## src/rtl/mac_pkg.sv

```systemverilog
// Shared defaults, FSM state encoding and beat-count width for the MAC accumulator.
package mac_pkg;

  localparam int MAC_WIDTH = 16;
  localparam int MAC_ACC_W = 40;
  localparam int CNT_W     = 8;

  typedef enum logic [1:0] {
    IDLE  = 2'd0,
    ACCUM = 2'd1,
    HOLD  = 2'd2
  } mac_state_e;

endpackage

```

## src/rtl/mac_sat_add.sv

```systemverilog
// Combinational ACC_W-bit signed adder; with MAC_SAT_EN defined it clamps on overflow
// and raises ovf, otherwise it wraps in two's complement and ovf stays 0.
module mac_sat_add #(
  parameter int ACC_W = 40
) (
  input  logic [ACC_W-1:0] a,
  input  logic [ACC_W-1:0] b,
  output logic [ACC_W-1:0] sum,
  output logic             ovf
);

  logic [ACC_W-1:0] raw;

  assign raw = a + b;

`ifdef MAC_SAT_EN
  logic ovf_raw;

  // Overflow only when both operands share a sign that the raw result lost.
  assign ovf_raw = (a[ACC_W-1] == b[ACC_W-1]) && (raw[ACC_W-1] != a[ACC_W-1]);

  always_comb begin
    sum = raw;
    ovf = ovf_raw;
    if (ovf_raw) begin
      sum = a[ACC_W-1] ? {1'b1, {(ACC_W-1){1'b0}}} : {1'b0, {(ACC_W-1){1'b1}}};
    end
  end
`else
  assign sum = raw;
  assign ovf = 1'b0;
`endif

endmodule

```

## src/rtl/mac_accumulator.sv

```systemverilog
// Sums signed product beats into a dot-product group; result valid 1 cycle after the last
// beat and held until out_ready, in_ready low meanwhile. Saturation enabled by MAC_SAT_EN.
module mac_accumulator
  import mac_pkg::*;
#(
  parameter int WIDTH = MAC_WIDTH,
  parameter int ACC_W = MAC_ACC_W
) (
  input  logic               clk,
  input  logic               rst,
  input  logic               in_valid,
  output logic               in_ready,
  input  logic [2*WIDTH-1:0] in_prod,
  input  logic               in_last,
  output logic               out_valid,
  input  logic               out_ready,
  output logic [ACC_W-1:0]   out_data,
  output logic [CNT_W-1:0]   out_count,
  output logic               out_sat
);

  mac_state_e       state_q;
  logic [ACC_W-1:0] acc_q;
  logic [CNT_W-1:0] count_q;
  logic             sat_q;
  logic             out_valid_q;
  logic [ACC_W-1:0] out_data_q;
  logic [CNT_W-1:0] out_count_q;
  logic             out_sat_q;

  logic [ACC_W-1:0] prod_ext;
  logic [ACC_W-1:0] add_a;
  logic [ACC_W-1:0] acc_d;
  logic             ovf;
  logic [CNT_W-1:0] count_d;
  logic             sat_d;
  logic             accept;

  assign prod_ext = {{(ACC_W-2*WIDTH){in_prod[2*WIDTH-1]}}, in_prod};
  assign accept   = in_valid && (state_q != HOLD);

  // A beat arriving in IDLE starts a new group, so it is added to zero.
  assign add_a = (state_q == IDLE) ? '0 : acc_q;

  mac_sat_add #(
    .ACC_W (ACC_W)
  ) u_add (
    .a   (add_a),
    .b   (prod_ext),
    .sum (acc_d),
    .ovf (ovf)
  );

  always_comb begin
    count_d = count_q;
    if (state_q == IDLE) begin
      count_d = CNT_W'(1);
    end else if (count_q != '1) begin
      count_d = count_q + 1'b1;
    end
    sat_d = sat_q | ovf;
  end

  always_ff @(posedge clk) begin
    if (rst) begin
      state_q     <= IDLE;
      acc_q       <= '0;
      count_q     <= '0;
      sat_q       <= 1'b0;
      out_valid_q <= 1'b0;
      out_data_q  <= '0;
      out_count_q <= '0;
      out_sat_q   <= 1'b0;
    end else begin
      case (state_q)
        IDLE, ACCUM: begin
          if (accept) begin
            acc_q   <= acc_d;
            count_q <= count_d;
            sat_q   <= sat_d;
            if (in_last) begin
              out_data_q  <= acc_d;
              out_count_q <= count_d;
              out_sat_q   <= sat_d;
              out_valid_q <= 1'b1;
              state_q     <= HOLD;
            end else begin
              state_q <= ACCUM;
            end
          end
        end
        HOLD: begin
          if (out_ready) begin
            out_valid_q <= 1'b0;
            acc_q       <= '0;
            count_q     <= '0;
            sat_q       <= 1'b0;
            state_q     <= IDLE;
          end
        end
        default: state_q <= IDLE;
      endcase
    end
  end

  assign in_ready  = (state_q != HOLD);
  assign out_valid = out_valid_q;
  assign out_data  = out_data_q;
  assign out_count = out_count_q;

`ifdef MAC_SAT_EN
  assign out_sat = out_sat_q;
`else
  logic unused_sat;
  assign unused_sat = out_sat_q;
  assign out_sat    = 1'b0;
`endif

endmodule

```

## config.mk

```make
export PLATFORM = sky130hd
export DESIGN_NAME = mac_accumulator
export DESIGN_NICKNAME = d
export VERILOG_FILES = /design/src/rtl/mac_pkg.sv /design/src/rtl/mac_sat_add.sv /design/src/rtl/mac_accumulator.sv
export SDC_FILE = /design/constraint.sdc
export NUM_CORES = 1
export LEC_CHECK = 0
export ABC_AREA = 1
export BUFFER_PORTS_ARGS = -buffer_cell sky130_fd_sc_hd__buf_2
export CAP_MARGIN = 20
export CORE_MARGIN = 2
export CORE_UTILIZATION = 59
export CTS_CLUSTER_SIZE = 24
export DETAILED_ROUTE_END_ITERATION = 6
export GPL_ROUTABILITY_DRIVEN = 0
export HOLD_SLACK_MARGIN = 0.1
export PLACE_DENSITY = 0.86
export SYNTH_ARGS = -nofsm -noshare
export SYNTH_HDL_FRONTEND = slang
export SYNTH_HIERARCHICAL = 1
export SYNTH_SLANG_ARGS = --single-unit
```

## constraint.sdc

```tcl
create_clock -name clk -period 2.9 [get_ports clk]
set_input_delay 0.58 -clock clk [delete_from_list [all_inputs] [get_ports clk]]
set_output_delay 0.58 -clock clk [all_outputs]
set_load 0.01 [all_outputs]
```

==> results of run 1 <==
==> area by class of cell <==
| cell class | count | area [sq um] |
|---|---|---|
| Clock buffer | 9 | 225 |
| Clock inverter | 7 | 65.1 |
| Multi-Input combinational cell | 857 | 4130 |
| Fill cell | 1041 | 3690 |
| Sequential cell | 99 | 1980 |
| Inverter | 183 | 687 |
| Tap cell | 143 | 179 |
| Timing Repair Buffer | 95 | 502 |
==> registers in the layout, indices dropped and copies added, names as in the netlist <==
signal and flops:
out_data 40, out_count 8, out_valid 1, count_q 8, state_q 2, acc_q 40
==> power by group <==
part | internal (W) | switching (W)
Clock | 0.000598 | 0.000596
Sequential | 0.00145 | 0.0000537
Combinational | 0.000251 | 0.000500
Total | 0.00230 | 0.00115
==> metrics by stage <==
stage	cell area (sq um)	std cells	power, W	setup WS (ps)	hold WS [ps]
final	7770	1393	0.00345	202	464
after global routing	7770	1393	0.00362	17.9	479
after CTS	7760	1393	0.00344	225	464
after detailed placement	7470	1377	0.00226	277	453
after global placement	7470	1377	0.00225	335	449
after floorplan	6980	1176	0.00204	289	439
==> layer usage <==
| layer | track usage | routed length (microns) | up-vias |
|---|---|---|---|
| li1 | - | - | 3764 |
| met1 | 0.463 | 9050 | 3273 |
| met2 | 0.430 | 7850 | 373 |
| met3 | 0.0707 | 2010 | 27 |
| met4 | 0.0870 | 290 | 0 |
| met5 | 0 | 0 | - |
==> worst max path at each step <==
stage	from	endpoint	slack [ps]	cells past startpoint
floorplan	state_q[1]	out_data[38]	290	17
global placement	state_q[1]	acc_q[19]	330	13
detailed placement	in_prod[0]	out_data[38]	280	15
CTS	state_q[1]	out_data[32]	220	16
global route	state_q[1]	acc_q[29]	20	16
finish	state_q[1]	out_data[32]	200	16
==> placed cells by master, fill, tap and decap left out, types with 11 or more instances in the layout <==
cell type  instances
nand3_1           38
xor2_1            17
buf_2             86
a21oi_1           88
inv_1            172
nand2_1          362
nor2_1           180
nand2_2           11
dfxtp_1           99
ha_1              40
o21ai_0           65
nor3_1            11
==> critical path: cells and delay by family, from the launching register on <==
kind            cells  cell delay, ps
simple gates       13            1330
compound gates      1             180
flops               1             390
buf+inv             1             200
fa+ha+maj           1             490
==> impl_metrics.ini, run 1 <==
[drt]
wirelength_microns = 19200
ant_nets = 0
wl_per_cell_microns = 13.8
vias = 7437
firstDrtPassIters = 6
post-route-drc-count = 0
routed_via_density = 5.34
drt_iter0_markers = 1029

[job]
cap_viol_max_count = 0

[final_layout]
antenna_cells = 0
area_growth_pct = 11.4
drive_above_1_share = 0.120
final_util = 0.678
nNetsFinal = 1323

[die]
rows = 39
start_util = 0.609
die_width_microns = 113
core-area_sq_um = 11500
ios = 88
chipHeight_microns = 113
die-area_sq_um = 12700

[timing]
slew_headroom = 0.359
fin_skew_ps = 10.1
setup_tns_ps = 0
worstMarginPinSlew_ps = 961
min_period_ps = 2700
slew_viol_final = 0
finalSetupViolCount = 0
rsz0062_at_grt = false
final_hold_viol_count = 0
fmax_mhz = 371
final.period_utilization = 0.930

[cts]
htree_num_levels = 3
clock_latency_ps = 360
cts_made_buffers = 9
cts_hold_buf = 0
postCtsSetupBuffers = 0
cts_resized = 0
cts_tree = yes
cts-root-buf = clkbuf_16
cts.sinks = 99
cts.clk_slew.worst_paths_ps = 80
clk_path_buf_depth = 2

[critical_path]
crit_fanout = 12
cpMostUsedCell = nand2_1
cp_cell_sequence = nor2_4, buf_4, nor2_1, fa_1, nand3_1, nand3_2, nand2_1, nand3_1, nand2_1, nand2_1, nand2_1, nand2_1, nand2_1, nand2_1, o21ai_0, nor2_1
cpMaxStageDelayCell = fa_1
cpPeakStageDelay_ps = 490
reg2reg_slack_ps = 200
rr_endpoint = out_data[32]
start_kind = flop
setup.worst_path.end_class = flop
rr_worst_depth = 16
worstSetupPathType = flop to flop
r2r_start = state_q[1]
required_ps = 3160
cp.arrival_ps = 2950

[placement]
io_buffers = 86
dp_hpwl_microns = 14000

[global_routing]
grt_overflow = 0
grt_pass1_wl_microns = 31500
grt_pass1_vias = 6494
grt_max_degree = 58
grtUsageTotal = 0.305
antenna_found_initial = 0

[power]
ir_worst_vdd_uv = 471
powerDensity_nw_per_um2 = 444
leakage_nw = 4.06

[worst_hold_path]
min-delay-start = acc_q[31]
hold_end = acc_q[31]
worstHoldPathCells = 2
hp-class = flop to flop

[yosys]
ys.warnings.count = 6
syn_inst = 1176
avgSynthCellArea_sq_um = 5.93
synthesis.nets = 1254
syn_area_sq_um = 6980

[run_status]
status = complete, no violations
Note: power is estimated with default switching activity, not from simulation.
==> run 2, diff against run 1 <==
Settings changed: CORE_UTILIZATION 59 to 45, PLACE_DENSITY 0.86 to 0.69.
==> run 2 against run 1 <==
Worst setup slack got worse by 73 ps. Die area rose by 30%. Sequential cell count did not move. Design area rose by 1.9%. Clock-buffer cell count rose by 1. Core utilization fell by 16 points. Non-clock buffer count rose by 2. Clock skew barely moved. Sequential power barely moved. First-iteration DRC count fell by 45%.
==> impl_metrics.ini, run 2 (same netlist as run 1, synthesis figures left out) <==
[run_status]
status = complete, no violations

[die]
chipHeight_microns = 129
core-area_sq_um = 15200
rows = 45
ios = 88
die_width_microns = 129
die-area_sq_um = 16500
start_util = 0.459

[final_layout]
layout.cells.most_common_list = nand2_1, nor2_1, inv_1
fillers = 1594
antenna_cells = 0
nNetsFinal = 1325
drive_above_1_share = 0.122
final_util = 0.521
area_growth_pct = 13.5
layout.cells.non_filler = 1440
layout_commonest_cell = nand2_1

[global_routing]
grt_overflow = 0
grt_pass1_wl_microns = 31500
grt_max_degree = 50
grtUsageTotal = 0.240
grt_pass1_vias = 6276
antenna_found_initial = 0

[worst_hold_path]
hp-class = flop to flop
min-delay-start = acc_q[11]
worstHoldPathCells = 2
hold_end = acc_q[11]

[critical_path]
crit_buf_inv = 1
r2r_start = state_q[1]
crit_fanout = 17
required_ps = 3200
reg2reg_slack_ps = 130
cpPeakStageDelay_ps = 380
setup.worst_path.end_class = flop
cp_top_family = simple AND/OR/NAND/NOR gates
cp_cell_sequence = nor2_4, buf_12, nor2_1, ha_1, nand2_1, nor2_1, nand2_1, nor2_1, nand2_1, nand3_2, xor2_1, o21ai_0, nor2_1
rr_endpoint = out_data[23]
worstSetupPathType = flop to flop
cpMaxStageDelayCell = dfxtp_1
start_kind = flop
cp.arrival_ps = 3070
rr_worst_depth = 13
cpMostUsedCell = nor2_1
crit_cells = 13

[cts]
cts-root-buf = clkbuf_16
clock_latency_ps = 360
htree_num_levels = 3
cts.sinks = 99
clk_path_buf_depth = 2
cts_made_buffers = 9
cts.clk_slew.worst_paths_ps = 80
cts_tree = yes

[timing]
final.period_utilization = 0.955
setup_tns_ps = 0
worstMarginPinSlew_ps = 613
slew_viol_final = 0
min_period_ps = 2770
fin_skew_ps = 9.90
rsz0062_at_grt = false
fmax_mhz = 361
fin_hold_ws_ps = 463
slew_headroom = 0.591
final_hold_viol_count = 0
finalSetupViolCount = 0

[placement]
dp.cells = 1423
dp_hpwl_microns = 15100
io_buffers = 86

[drt]
post-route-drc-count = 0
vias = 7155
wirelength_microns = 19700
firstDrtPassIters = 5
drt_iter0_markers = 568
wl_per_cell_microns = 13.7
routed_via_density = 4.97
ant_nets = 0

[power]
powerDensity_nw_per_um2 = 440
leakage_nw = 4.11
ir_worst_vdd_uv = 309

[job]
cap_viol_max_count = 0
run 2: repair_timing:
item / CTS / global route
setup endpoints to repair: 0 / 13
gates resized for setup: 0 / 3
hold buffers: 0 / 0
setup buffers: 0 / 0
run 2: routing by layer:
layer,part of all wire,track usage,wire length (microns),vias up
li1,-,-,-,3757
met1,0.51,0.366,10100,3174
met2,0.41,0.359,8110,211
met3,0.065,0.0316,1290,13
met4,0.0096,0.0518,190,0
met5,0,0,0,-
run 2: cell type report:
type | count | area, sq um | share of cell area
Clock inverter | 6 | 57.6 | 0.00727
Tap cell | 188 | 235 | 0.0297
Timing Repair Buffer | 97 | 581 | 0.0733
Clock buffer | 10 | 239 | 0.0302
Sequential cell | 99 | 1980 | 0.250
Multi-Input combinational cell | 857 | 4140 | 0.522
Inverter | 183 | 687 | 0.0868
run 2: tightest hold or removal path: stages, from the launching register on:
cell and delay [ps]:
dfxtp_1 310, nand2_1 60, a21oi_1 50
run 2: worst max path at each step:
stage,startpoint,end
6_report,state_q[1],out_data[23]
5_1_grt,state_q[1],out_data[31]
4_1_cts,state_q[1],out_data[23]
3_5_place_dp,state_q[1],out_data[23]
3_3_place_gp,state_q[1],out_data[23]
2_1_floorplan,state_q[1],out_data[38]
run 2: where the power goes:
group | internal (W) | total, W | switching [W]
logic | 0.000266 | 0.000772 | 0.000506
registers | 0.00145 | 0.00150 | 0.0000520
clock network | 0.000624 | 0.00120 | 0.000580
total | 0.00234 | 0.00348 | 0.00114
run 2: stage by stage:
stage / area, sq um / power (W) / setup slack (ps)
after global routing: 7920 / 0.00366 / 4.32
after floorplan: 6980 / 0.00204 / 289
after detailed placement: 7590 / 0.00229 / 157
after CTS: 7890 / 0.00349 / 117
final: 7920 / 0.00348 / 130
after global placement: 7590 / 0.00228 / 175
